==> config.mk <==
export PLATFORM = sky130hd
export DESIGN_NAME = mult_sequencer
export DESIGN_NICKNAME = d
export VERILOG_FILES = /design/src/rtl/mult_sequencer.sv
export SDC_FILE = /design/constraint.sdc
export NUM_CORES = 1
export LEC_CHECK = 0
export ABC_AREA = 1
export BUFFER_PORTS_ARGS = -buffer_cell sky130_fd_sc_hd__buf_2
export CORE_AREA = 2 2 60 62
export CTS_CLUSTER_SIZE = 8
export DETAILED_ROUTE_END_ITERATION = 10
export DIE_AREA = 0 0 62 64
export SLEW_MARGIN = 20
export SYNTH_ARGS = -nofsm -noshare
export SYNTH_HDL_FRONTEND = slang
export SYNTH_SLANG_ARGS = --single-unit
==> constraint.sdc <==
create_clock -name Clk -period 3.6 [get_ports Clk]
set_input_delay 0.54 -clock Clk [delete_from_list [all_inputs] [get_ports Clk]]
set_output_delay 0.54 -clock Clk [all_outputs]
set_load 0.05 [all_outputs]
==> src/rtl/mult_sequencer.sv <==
// Sequencer and 9-bit add/subtract stage of the signed shift-add multiplier.
// Drives the clear/load/shift controls of the external A and B shift registers and holds the X sign bit.
module mult_sequencer #(
  parameter int WIDTH = 8
) (
  input  logic             Clk,
  input  logic             Reset,
  input  logic             Run,
  input  logic             ClearA_LoadB,
  input  logic [WIDTH-1:0] S,
  input  logic [WIDTH-1:0] A_in,
  input  logic             M,
  output logic [WIDTH-1:0] Sum,
  output logic             Load_A,
  output logic             Clear_A,
  output logic             Load_B,
  output logic             Shift_En,
  output logic             X,
  output logic             Busy,
  output logic             Done
);
  localparam int CW = (WIDTH > 1) ? $clog2(WIDTH) : 1;

  typedef enum logic [2:0] {IDLE, CLEAR, ADD, SHIFT, HALT} state_t;

  state_t          state, state_nxt;
  logic [CW-1:0]   count, count_nxt;
  logic            x_nxt;
  logic            last;
  logic            sub;
  logic [WIDTH:0]  a_ext, s_ext, r;

  assign last = (count == CW'(WIDTH - 1));

  // The multiplier's sign bit has negative weight, so the final partial product is subtracted.
  always_comb begin
    a_ext = {A_in[WIDTH-1], A_in};
    s_ext = {S[WIDTH-1], S};
    sub   = (state == ADD) && last;
    r     = sub ? (a_ext - s_ext) : (a_ext + s_ext);
    Sum   = r[WIDTH-1:0];
  end

  always_ff @(posedge Clk) begin
    if (Reset) begin
      state <= IDLE;
      count <= '0;
      X     <= 1'b0;
    end else begin
      state <= state_nxt;
      count <= count_nxt;
      X     <= x_nxt;
    end
  end

  always_comb begin
    state_nxt = state;
    count_nxt = count;
    x_nxt     = X;
    Load_A    = 1'b0;
    Clear_A   = 1'b0;
    Load_B    = 1'b0;
    Shift_En  = 1'b0;
    Busy      = 1'b0;
    Done      = 1'b0;
    unique case (state)
      IDLE: begin
        if (Run) begin
          state_nxt = CLEAR;
        end else if (ClearA_LoadB) begin
          Clear_A = 1'b1;
          Load_B  = 1'b1;
          x_nxt   = 1'b0;
        end
      end
      CLEAR: begin
        Busy      = 1'b1;
        Clear_A   = 1'b1;
        x_nxt     = 1'b0;
        count_nxt = '0;
        state_nxt = ADD;
      end
      ADD: begin
        Busy = 1'b1;
        // r[WIDTH] is the true sign of the partial sum; it becomes the next shift-in bit.
        if (M) begin
          Load_A = 1'b1;
          x_nxt  = r[WIDTH];
        end
        state_nxt = SHIFT;
      end
      SHIFT: begin
        Busy     = 1'b1;
        Shift_En = 1'b1;
        if (last) begin
          state_nxt = HALT;
        end else begin
          count_nxt = count + 1'b1;
          state_nxt = ADD;
        end
      end
      HALT: begin
        Done = 1'b1;
        if (!Run) state_nxt = IDLE;
      end
      default: state_nxt = IDLE;
    endcase
  end
endmodule
Word-level counts from Yosys, hierarchy flattened:

Index checks and enable logic that the tools add are counted.

* flip-flop bits (word level): 7
* output and inout port bits: 15
* logic and storage cells: 45

* add/sub/neg operators: 3
* equality and inequality tests: 11
* multiplexer cells: 20
* reduce and logical (&&, ||, !) cells: 8

Operators by type and width (number)
* one-hot mux 3 bit (5 select lines): 1
* two-way mux 3 bit: 4
* inequality test 2 bit, second input constant: 6
* two-way mux 1 bit: 11
* adder 8 x 8 -> 9 bit: 1
* two-way mux 9 bit: 1
* subtractor 8 x 8 -> 9 bit: 1
* equality test 3 x 2 -> 1 bit, second input constant: 2
* equality test 3 bit, second input constant: 2
* one-hot mux 3 bit (2 select lines): 1
* AND reduction 2 bit: 2
* AND reduction 4 bit: 1
* adder 3 x 1 -> 3 bit, second input constant: 1
* equality test 3 x 1 -> 1 bit, second input constant: 1
* logical NOT 3 bit: 1
* one-hot mux 1 bit (3 select lines): 1
* nonzero test 3 bit: 1
* OR reduction 3 bit: 1
* one-hot mux 1 bit (2 select lines): 1
* nonzero test 2 bit: 1
* logical AND 1 bit: 1

Longest topological paths before layout:

Gate-level depths: netlist of run 1.

* word-level depth: 5
* gate-level depth with buffers: 15

Worst setup path after synthesis of run 1:

OpenSTA, ideal clock, no wires.

* path type: input to output
* from: in S[2]
* to: out Sum[7]
* arrival: 2.817 ns
* required time: 3.060 ns
* setup slack: 0.243 ns
* stages: 9
* path through: nor3_1 inv_1 o31ai_1 xor2_1 inv_1 ha_1 inv_1 o311ai_0 xor2_1

* longest elaborated chain between the ends: 2
* elaborated cells between the ends (all ways): 3

RTL lines
* start: declaration: line 10 `input logic [WIDTH-1:0] S,`
* adder 8 x 8 -> 9 bit / subtractor 8 x 8 -> 9 bit (equally long branches): line 40 `r = sub ? (a_ext - s_ext) : (a_ext + s_ext);`
* two-way mux 9 bit *: line 40
* end: declaration: line 13 `output logic [WIDTH-1:0] Sum,`

Every way passes the cells marked *; elsewhere a longest branch is shown, timed or not.

Final worst setup path of run 1:

* from: reg count[0]
* to: out Sum[7]

* longest elaborated chain between the ends: 3

RTL lines
* start: declaration: line 27 `logic [CW-1:0] count, count_nxt;`
* start signal: assignment: line 51 `count <= count_nxt;`
* equality test 3 bit: line 33 `assign last = (count == CW'(WIDTH - 1));`
* logical AND 1 bit: line 39 `sub = (state == ADD) && last;`
* two-way mux 9 bit: line 40

No other way between the ends.

==> results.toml, run 1 <==
[finish]
drive_gt1_share_pct = 29.8
final_nets = 215
fin_util_pct = 37.4
antennaDiodeCount = 0
area_growth_pct = 29.2

[critical_path]
path_cells = "ha_1 -> ha_1 -> nand3_4 -> clkinv_4 -> or2_1 -> xor2_1 -> ha_1 -> a21oi_2 -> nand2_2 -> nand2_1 -> o311ai_0 -> xor2_1 -> buf_4"
cp-start-kind = "flop"
cp.arrival_ns = 2.83
cpMostUsedCell = "ha_1"
crit_buf_inv = 2
end_kind = "output port"
required_ns = 3.06
crit_family = "adder cells"
critPathSlowestCell = "ha_1"
worstPathMaxFanout = 6
cpPeakStageDelay_ns = 0.35
critPathKind = "flop to output port"

[timing]
min_period_ns = 3.37
clock.fmax_mhz = 297
skew_ns = 0.00406
finalHoldViolCount = 0
maxSlewViolCount = 0
relSlewSlack_pct = 74.6
worst_pin_slew_ns = 0.376
post-route-period-util_pct = 93.5
finalSetupViolCount = 0
setup_tns_ns = 0

[placed_design]
port_buffers = 35
gp_congestion = 0.775
hpwl_um = 1790

[synthesis]
async_flop_share_pct = 0
synth_top_cells_by_area = "dfxtp_1, ha_1, nand2_1"
synth.avg_cell_area_um2 = 6.74
synth_seq_cells = 7
netlist-cell-type-count = 28
synthTopCellsByCount = "nand2_1, inv_1, a21oi_1, ha_1, xor2_1"
dominantRegCellSynth = "dfxtp_1"
synth_cells = 141
synth_fp_nets = 174
syn-cell-area_um2 = 951
netlist.area_leader.share_pct = 14.7
synth_most_common_cell = "nand2_1"
synth_edf_count = 0
synth.largest_area_cell = "dfxtp_1"
ys_warn_count = 0
ys_seq_area_share_pct = 14.7

[run_status]
status = "finished, final reports clean"

[die]
io_pins = 36
core_region_area_um2 = 3280
die_h_um = 64
start_util_pct = 29.0
dieArea_um2 = 3970
row_count = 21
dieWidth_um = 62

[clock_network]
cts-htree-levels = 1
cts_num_sinks = 7
root_buffer = "clkbuf_4"
clockBufferDepth = 2
cts_tree = "built"
cts_buffers = 3
hold_buffers = 0
clkTransAtPathRegs_ns = 0.05
insertion_delay_ns = 0.26

[power]
vdd_drop_max_mv = 0.152
pwr_density_cell_nw_per_um2 = 337
p_leak_nw = 0.677
power_w = 0.000414

[route]
route.vias.total = 971
ant_nets = 0
drt_first_iter_violations = 28
totalWireLength_um = 2030
firstDrtPassIters = 4
drc_errors = 0
wire_per_inst_um = 8.95
viasPerCell = 4.28

[job]
drv_cap = 0

[global_routing]
grt_use_total_pct = 11.1
grt_pass1_vias = 817
antenna_found_initial = 0
grt_max_degree = 8
grt_pass1_wl_um = 3370
gr-total-overflow = 0

[worst_hold_path]
min_path_type = "flop to flop"
==> final cells by class <==
type                            count  area, µm²
Clock buffer                        4       26.3
Fill cell                         364       2060
Inverter                           29        114
Multi-Input combinational cell    105        703
Sequential cell                     7        140
Tap cell                           46       57.6
Timing Repair Buffer               36        188
==> registers in the layout, summed over array words and instances (netlist names) <==
signal / cells
count: 3
state: 3
X: 1
==> path summary, 6_finish.rpt <==
| kind | slack (ns) | cells past startpoint | end | from |
|---|---|---|---|---|
| worst max-delay path | 0.23 | 13 | Sum[7] | count[0] |
| worst min-delay path | 0.47 | 1 | count[0] | count[0] |
| worst max register to register | 1.12 | 15 | X | count[0] |
| worst min register to register | 0.47 | 1 | count[0] | count[0] |
==> timing repair <==
action                                  4_1_cts  5_1_grt
endpoints found under the setup margin        0        2
resized for setup                             0        7
setup buffers                                 0        1
==> metrics by stage <==
stage	setup WS, ns	std cells	area, µm²	hold slack, ns
final	0.233	227	1230	0.466
after global placement	0.352	222	1180	0.457
after floorplan	0.243	141	951	0.432
after CTS	0.108	226	1210	0.469
after global routing	-0.00473	227	1230	0.485
after detailed placement	0.309	222	1180	0.453
==> layout by cell type, fill, tap and decap left out, drive strengths merged, types with 2 or more instances in the layout <==
cell type and n:
nand3 10, o31ai 2, a31oi 2, inv 28
xor2 11, o21ai 7, a21oi 12, buf 36
ha 11, clkbuf 4, dfxtp 7, nor3 4
nand2 29, nor2 10
==> worst register-to-register path, stage by stage, from the launching register on <==
cell      delay [ns]
dfxtp_1         0.32
ha_1            0.20
ha_1            0.24
nand3_4         0.15
clkinv_4        0.09
or2_1           0.22
xor2_1          0.14
ha_1            0.35
nand3_1         0.09
nand2_1         0.14
nand2_1         0.08
nand3_1         0.09
inv_1           0.05
nand3_2         0.07
nand3_2         0.08
a21oi_2         0.11
==> layer usage <==
layer / routed length [µm] / vias up / GRT usage (%)
met2: 913 / 12 / 14.8
met5: 0 / - / 0
li1: - / 542 / -
met1: 1020 / 414 / 16.1
met3: 86 / 3 / 4.25
met4: 9 / 0 / 3.19
==> kinds of logic (layout without fill, tap and decap cells) <==
family                   Yosys count  in the layout  share of synthesized area, %
AND/OR/NAND/NOR                   55             55                          30.0
buffers and inverters             29             69                          12.0
AO/OA/AOI/OAI                     26             26                          15.7
adder cells (fa/ha/maj)           12             12                          16.6
XOR/XNOR                          12             12                          11.1
flip-flops                         7              7                          14.7
==> power by group <==
part | internal (W) | leakage [nW] | switching (W)
clock | 0.0000426 | 0.0150 | 0.0000338
combinational | 0.0000728 | 0.605 | 0.000180
sequential | 0.0000803 | 0.0568 | 0.00000436
total | 0.000196 | 0.677 | 0.000218
Note: power is estimated with default switching activity, not from simulation.
==> run 2, diff against run 1 <==
Clock period 3.6 ns to 2.76 ns, I/O delays scaled along.
==> results.toml, run 2 (synthesis results as in run 1) <==
[route]
drt_first_iter_violations = 20
route.vias.total = 1084
viasPerCell = 4.32
drc_errors = 0
wire_per_inst_um = 9.04
totalWireLength_um = 2270
ant_nets = 0
firstDrtPassIters = 4

[critical_path]
reg2reg_depth = 17
cp.arrival_ns = 2.54
reg2reg_slack_ns = 0.30
worstPathMaxFanout = 4
r2r_end = "X"
required_ns = 2.35
r2r_start = "count[1]"
critPathKind = "flop to output port"
cp-start-kind = "flop"
end_kind = "output port"

[placed_design]
hpwl_um = 1890
port_buffers = 35
gp_congestion = 0.766

[timing]
relSlewSlack_pct = 75.8
finalSetupViolCount = 5
clock.fmax_mhz = 338
min_period_ns = 2.95
skew_ns = 0.00519
worst_pin_slew_ns = 0.359
maxSlewViolCount = 0
rsz0062_at_grt = "yes"
fin_ws_ns = -0.194
setup_tns_ns = -0.653
finalHoldViolCount = 0
post-route-period-util_pct = 107

[die]
core_region_area_um2 = 3280
row_count = 21
start_util_pct = 29.0
dieWidth_um = 62
die_h_um = 64
dieArea_um2 = 3970
io_pins = 36

[run_status]
violations = "setup timing"
status = "finished, violations left"

[global_routing]
busiest_layer = "met2"
grtUsageMet2_pct = 19.3
grt_use_total_pct = 11.9
antenna_found_initial = 0
grt_max_degree = 7
grt_use_met3_pct = 2.63
grt_pass1_wl_um = 3730
grt_pass1_vias = 959
gr-total-overflow = 0
grt_use_met1_pct = 15.8

[worst_hold_path]
min-delay-start = "Reset"
min_path_type = "primary input to flop"
hold_path_depth = 2
worstHoldEndpoint = "X"

[finish]
final_common_cell = "buf_2"
final_nets = 239
reg_top3 = "count x3, state x3, X x1"
final_cell_mix = "buf_2, inv_1, nand2_1, buf_4, nor2_1"
antennaDiodeCount = 0
drive_gt1_share_pct = 49.3
area_growth_pct = 68.3
fin_util_pct = 48.7
num-fill-cells = 319

[power]
pwr_density_cell_nw_per_um2 = 409
vdd_drop_max_mv = 0.263
p_leak_nw = 0.826

[clock_network]
clockBufferDepth = 2
root_buffer = "clkbuf_4"
cts_buffers = 3
cts_tree = "built"
hold_buffers = 0
clkTransAtPathRegs_ns = 0.05
cts_num_sinks = 7
insertion_delay_ns = 0.25
cts-htree-levels = 1

[job]
drv_cap = 0
==> run 2: cell types whose count changed in the layout (fill, tap and decap cells not counted), sizes merged <==
cell	change
buf	+24
==> run 2: area by class of cell <==
type	count	area, µm²	area share, %
clock buffers	4	26.3	1.64
inverters	29	114	7.11
well taps	46	57.6	3.60
flip-flops and latches	7	143	8.91
multi-input cells	105	856	53.5
repair buffers	60	404	25.3
==> run 2: where the power goes <==
part	switching, W	internal, W
Combinational	0.000277	0.000175
Clock	0.0000383	0.0000552
Sequential	0.00000390	0.000105
==> run 2: metal layers <==
metal | vias up | routed length (µm)
met4 | 0 | 9
met3 | 2 | 114
li1 | 584 | -
met5 | - | 0
met1 | 473 | 1020
met2 | 25 | 1130
==> run 2: stage by stage <==
| stage | cells | total power [W] | hold WS (ns) | cell area [µm²] | worst slack (ns) |
|---|---|---|---|---|---|
| after floorplan | 141 | 0.000384 | 0.433 | 1030 | -0.189 |
| after global placement | 244 | 0.000492 | 0.470 | 1430 | -0.220 |
| after detailed placement | 244 | 0.000492 | 0.474 | 1430 | -0.254 |
| after CTS | 251 | 0.000658 | 0.379 | 1590 | -0.213 |
| after global routing | 251 | 0.000696 | 0.369 | 1600 | -0.328 |
| final | 251 | 0.000655 | 0.381 | 1600 | -0.194 |
==> run 2: worst max-delay path by stage <==
stage	startpoint	end	slack, ns	cells after the start
5_1_grt	count[0]	Sum[5]	-0.33	13
2_1_floorplan	count[0]	Sum[5]	-0.19	12
3_3_place_gp	S[2]	Sum[6]	-0.22	12
6_report	count[1]	Sum[5]	-0.19	13
3_5_place_dp	S[2]	Sum[7]	-0.25	11
4_1_cts	count[1]	Sum[7]	-0.21	13
==> run 2: worst max-delay path: stages (launching register included) <==
cell and delay [ns]:
dfxtp_2 0.33, ha_4 0.16, ha_4 0.16, nand3_4 0.09
clkinv_4 0.05, or2_1 0.21, xor2_1 0.14, ha_1 0.35
a21oi_2 0.17, nand2_2 0.10, a21oi_2 0.15, o21ai_2 0.08
xor2_2 0.13, buf_6 0.17
==> run 2: timing repair <==
item                       CTS  global route
gates cloned                 0             0
pin swaps                   14             4
setup endpoints to repair    5             6
setup buffers                3             1
gates resized for setup     29             2
==> run 3, diff against run 2 <==
Settings changed: ABC_AREA 1 to not set, CORE_AREA 2 2 60 62 to 2 2 59 61, DIE_AREA 0 0 62 64 to 0 0 61 63, GPL_ROUTABILITY_DRIVEN set to 0, HOLD_SLACK_MARGIN set to 0.1.
==> results.toml, run 3 <==
[finish]
antennaDiodeCount = 0
area_growth_pct = 78.2
drive_gt1_share_pct = 53.1
reg_top3 = "count x3, state x3, X x1"
final_cell_mix = "buf_2, buf_4, inv_1, nor2_1, ha_1"
num-fill-cells = 316
final_nets = 226

[worst_hold_path]
min_path_type = "primary input to flop"

[synthesis]
netlist.area_leader.share_pct = 15.1
synth_top_cells_by_area = "dfxtp_1, ha_1, xnor2_1"
async_flop_share_pct = 0
dominantRegCellSynth = "dfxtp_1"
synthTopCellsByCount = "nor2_1, inv_1, ha_1"
synth_cells = 124
synth_most_common_cell = "nor2_1"
synth.largest_area_cell = "dfxtp_1"
netlist-cell-type-count = 36
synth_fp_nets = 157
synth_seq_cells = 7
syn-cell-area_um2 = 928
synth_edf_count = 0
ys_seq_area_share_pct = 15.1
synth.avg_cell_area_um2 = 7.49
ys_warn_count = 0

[global_routing]
grt_pass1_vias = 1111
grt_use_total_pct = 14.6
grt_pass1_wl_um = 4440
antenna_found_initial = 0
gr-total-overflow = 0
grt_max_degree = 10

[clock_network]
cts_num_sinks = 7
insertion_delay_ns = 0.25
clkTransAtPathRegs_ns = 0.05
root_buffer = "clkbuf_4"
cts-htree-levels = 1
clockBufferDepth = 2
cts_buffers = 3
cts_tree = "built"

[timing]
finalSetupViolCount = 5
rsz0062_at_grt = "yes"
worst_pin_slew_ns = 0.356
setup_tns_ns = -1.24
fin_ws_ns = -0.358
finalHoldViolCount = 0
clock.fmax_mhz = 321
skew_ns = 0.00238
post-route-period-util_pct = 113
min_period_ns = 3.12
maxSlewViolCount = 0
relSlewSlack_pct = 76.1

[power]
internal_power_w = 0.000355
p_sw_w = 0.000314
power.share.switching_pct = 46.9
p_seq_share_pct = 16.0
p_clk_share_pct = 14.1
combPwrFrac_pct = 69.9
pwr_density_cell_nw_per_um2 = 405
p_leak_nw = 0.778
vdd_drop_max_mv = 0.216

[route]
drt_first_iter_violations = 19
drc_errors = 0
route.vias.total = 1133
totalWireLength_um = 2650
viasPerCell = 4.76
firstDrtPassIters = 3
wire_per_inst_um = 11.1
ant_nets = 0

[die]
core_region_area_um2 = 3230
die_h_um = 63
dieArea_um2 = 3840
io_pins = 36
dieWidth_um = 61
start_util_pct = 28.7
row_count = 21

[run_status]
violations = "setup timing"
status = "finished, violations left"

[critical_path]
required_ns = 2.35
cp-start-kind = "flop"
worstPathMaxFanout = 3
end_kind = "output port"
cp.arrival_ns = 2.70
critPathKind = "flop to output port"

[placed_design]
pre_cts_ws_ns = -0.297
port_buffers = 35
hpwl_um = 2250

[job]
drv_cap = 0
-- run 3: cell count changes after synthesis, moves of 3 or more --
cell / previous run / this run
nor2_1: 9 / 18
a21oi_1: 11 / 7
xnor2_1: 1 / 9
inv_1: 26 / 12
nor2b_1: 0 / 3
xor2_1: 11 / 2
nand2_1: 27 / 9
nand3_1: 6 / 2
nand3_2: 3 / 0
-- run 3: kinds of logic after synthesis --
kind of cell             after synthesis  synth area share [%]
multiplexers                           2                  2.16
XOR/XNOR                              11                  10.4
buffers and inverters                 16                  8.22
flip-flops                             7                  15.1
AO/OA/AOI/OAI                         30                  23.6
AND/OR/NAND/NOR                       46                  23.6
adder cells (fa/ha/maj)               12                  17.0
-- run 3: layer usage --
metal	routed length (µm)	global-route usage, %	vias up
met5	0	0	-
met4	21	3.26	0
met3	169	3.31	2
met2	1420	28.0	30
met1	1030	15.3	529
li1	-	-	572
-- run 3: timing repair --
item	CTS	global route
gates cloned	0	0
endpoints found under the setup margin	6	7
pin swaps	4	9
buffers inserted	2	3
resized for setup	21	10
hold buffers	0	0
-- run 3: final timing paths --
path         cells after the start        to      from  slack, ns
max                             11    Sum[5]  count[0]      -0.36
min                              2  count[0]     Reset       0.43
min reg2reg                      2         X         X       0.52
max reg2reg                     14         X  count[0]       0.25
-- run 3: layout make-up --
| cell class | instances | area, µm² | share of cell area, % |
|---|---|---|---|
| inverter | 12 | 45.0 | 2.72 |
| multi-input combinational | 101 | 913 | 55.2 |
| timing repair buffer | 68 | 469 | 28.4 |
| clock buffer | 4 | 26.3 | 1.59 |
| tap | 46 | 57.6 | 3.48 |
| sequential | 7 | 143 | 8.62 |
-- run 3: through the flow --
stage	area [µm²]	std cells	utilization (%)	power (W)	hold slack, ns
3_3_place_gp	1490	230	46.0	0.000515	0.502
6_report	1650	238	51.2	0.000669	0.430
5_1_grt	1650	238	51.2	0.000713	0.443
2_1_floorplan	1070	124	-	0.000409	0.509
4_1_cts	1600	236	49.4	0.000671	0.431
3_5_place_dp	1490	230	46.0	0.000522	0.510
-- run 3: power by group through the flow --
stage | clock, W | combinational (W) | sequential (W)
after CTS | 0.0000990 | 0.000465 | 0.000107
after detailed placement | 0 | 0.000413 | 0.000109
after global routing | 0.000104 | 0.000501 | 0.000108
final | 0.0000945 | 0.000467 | 0.000107
after global placement | 0 | 0.000406 | 0.000109
after floorplan | 0 | 0.000299 | 0.000110
-- run 3: critical path, stage by stage, from the launching register on --
cell and delay, ns:
dfxtp_2 0.35, ha_4 0.14, ha_4 0.12, and4bb_4 0.29, mux2i_4 0.26, ha_1 0.25
nor2b_4 0.12, o21a_1 0.20, o21ai_4 0.20, nand2_2 0.09, o311ai_4 0.22, buf_6 0.20
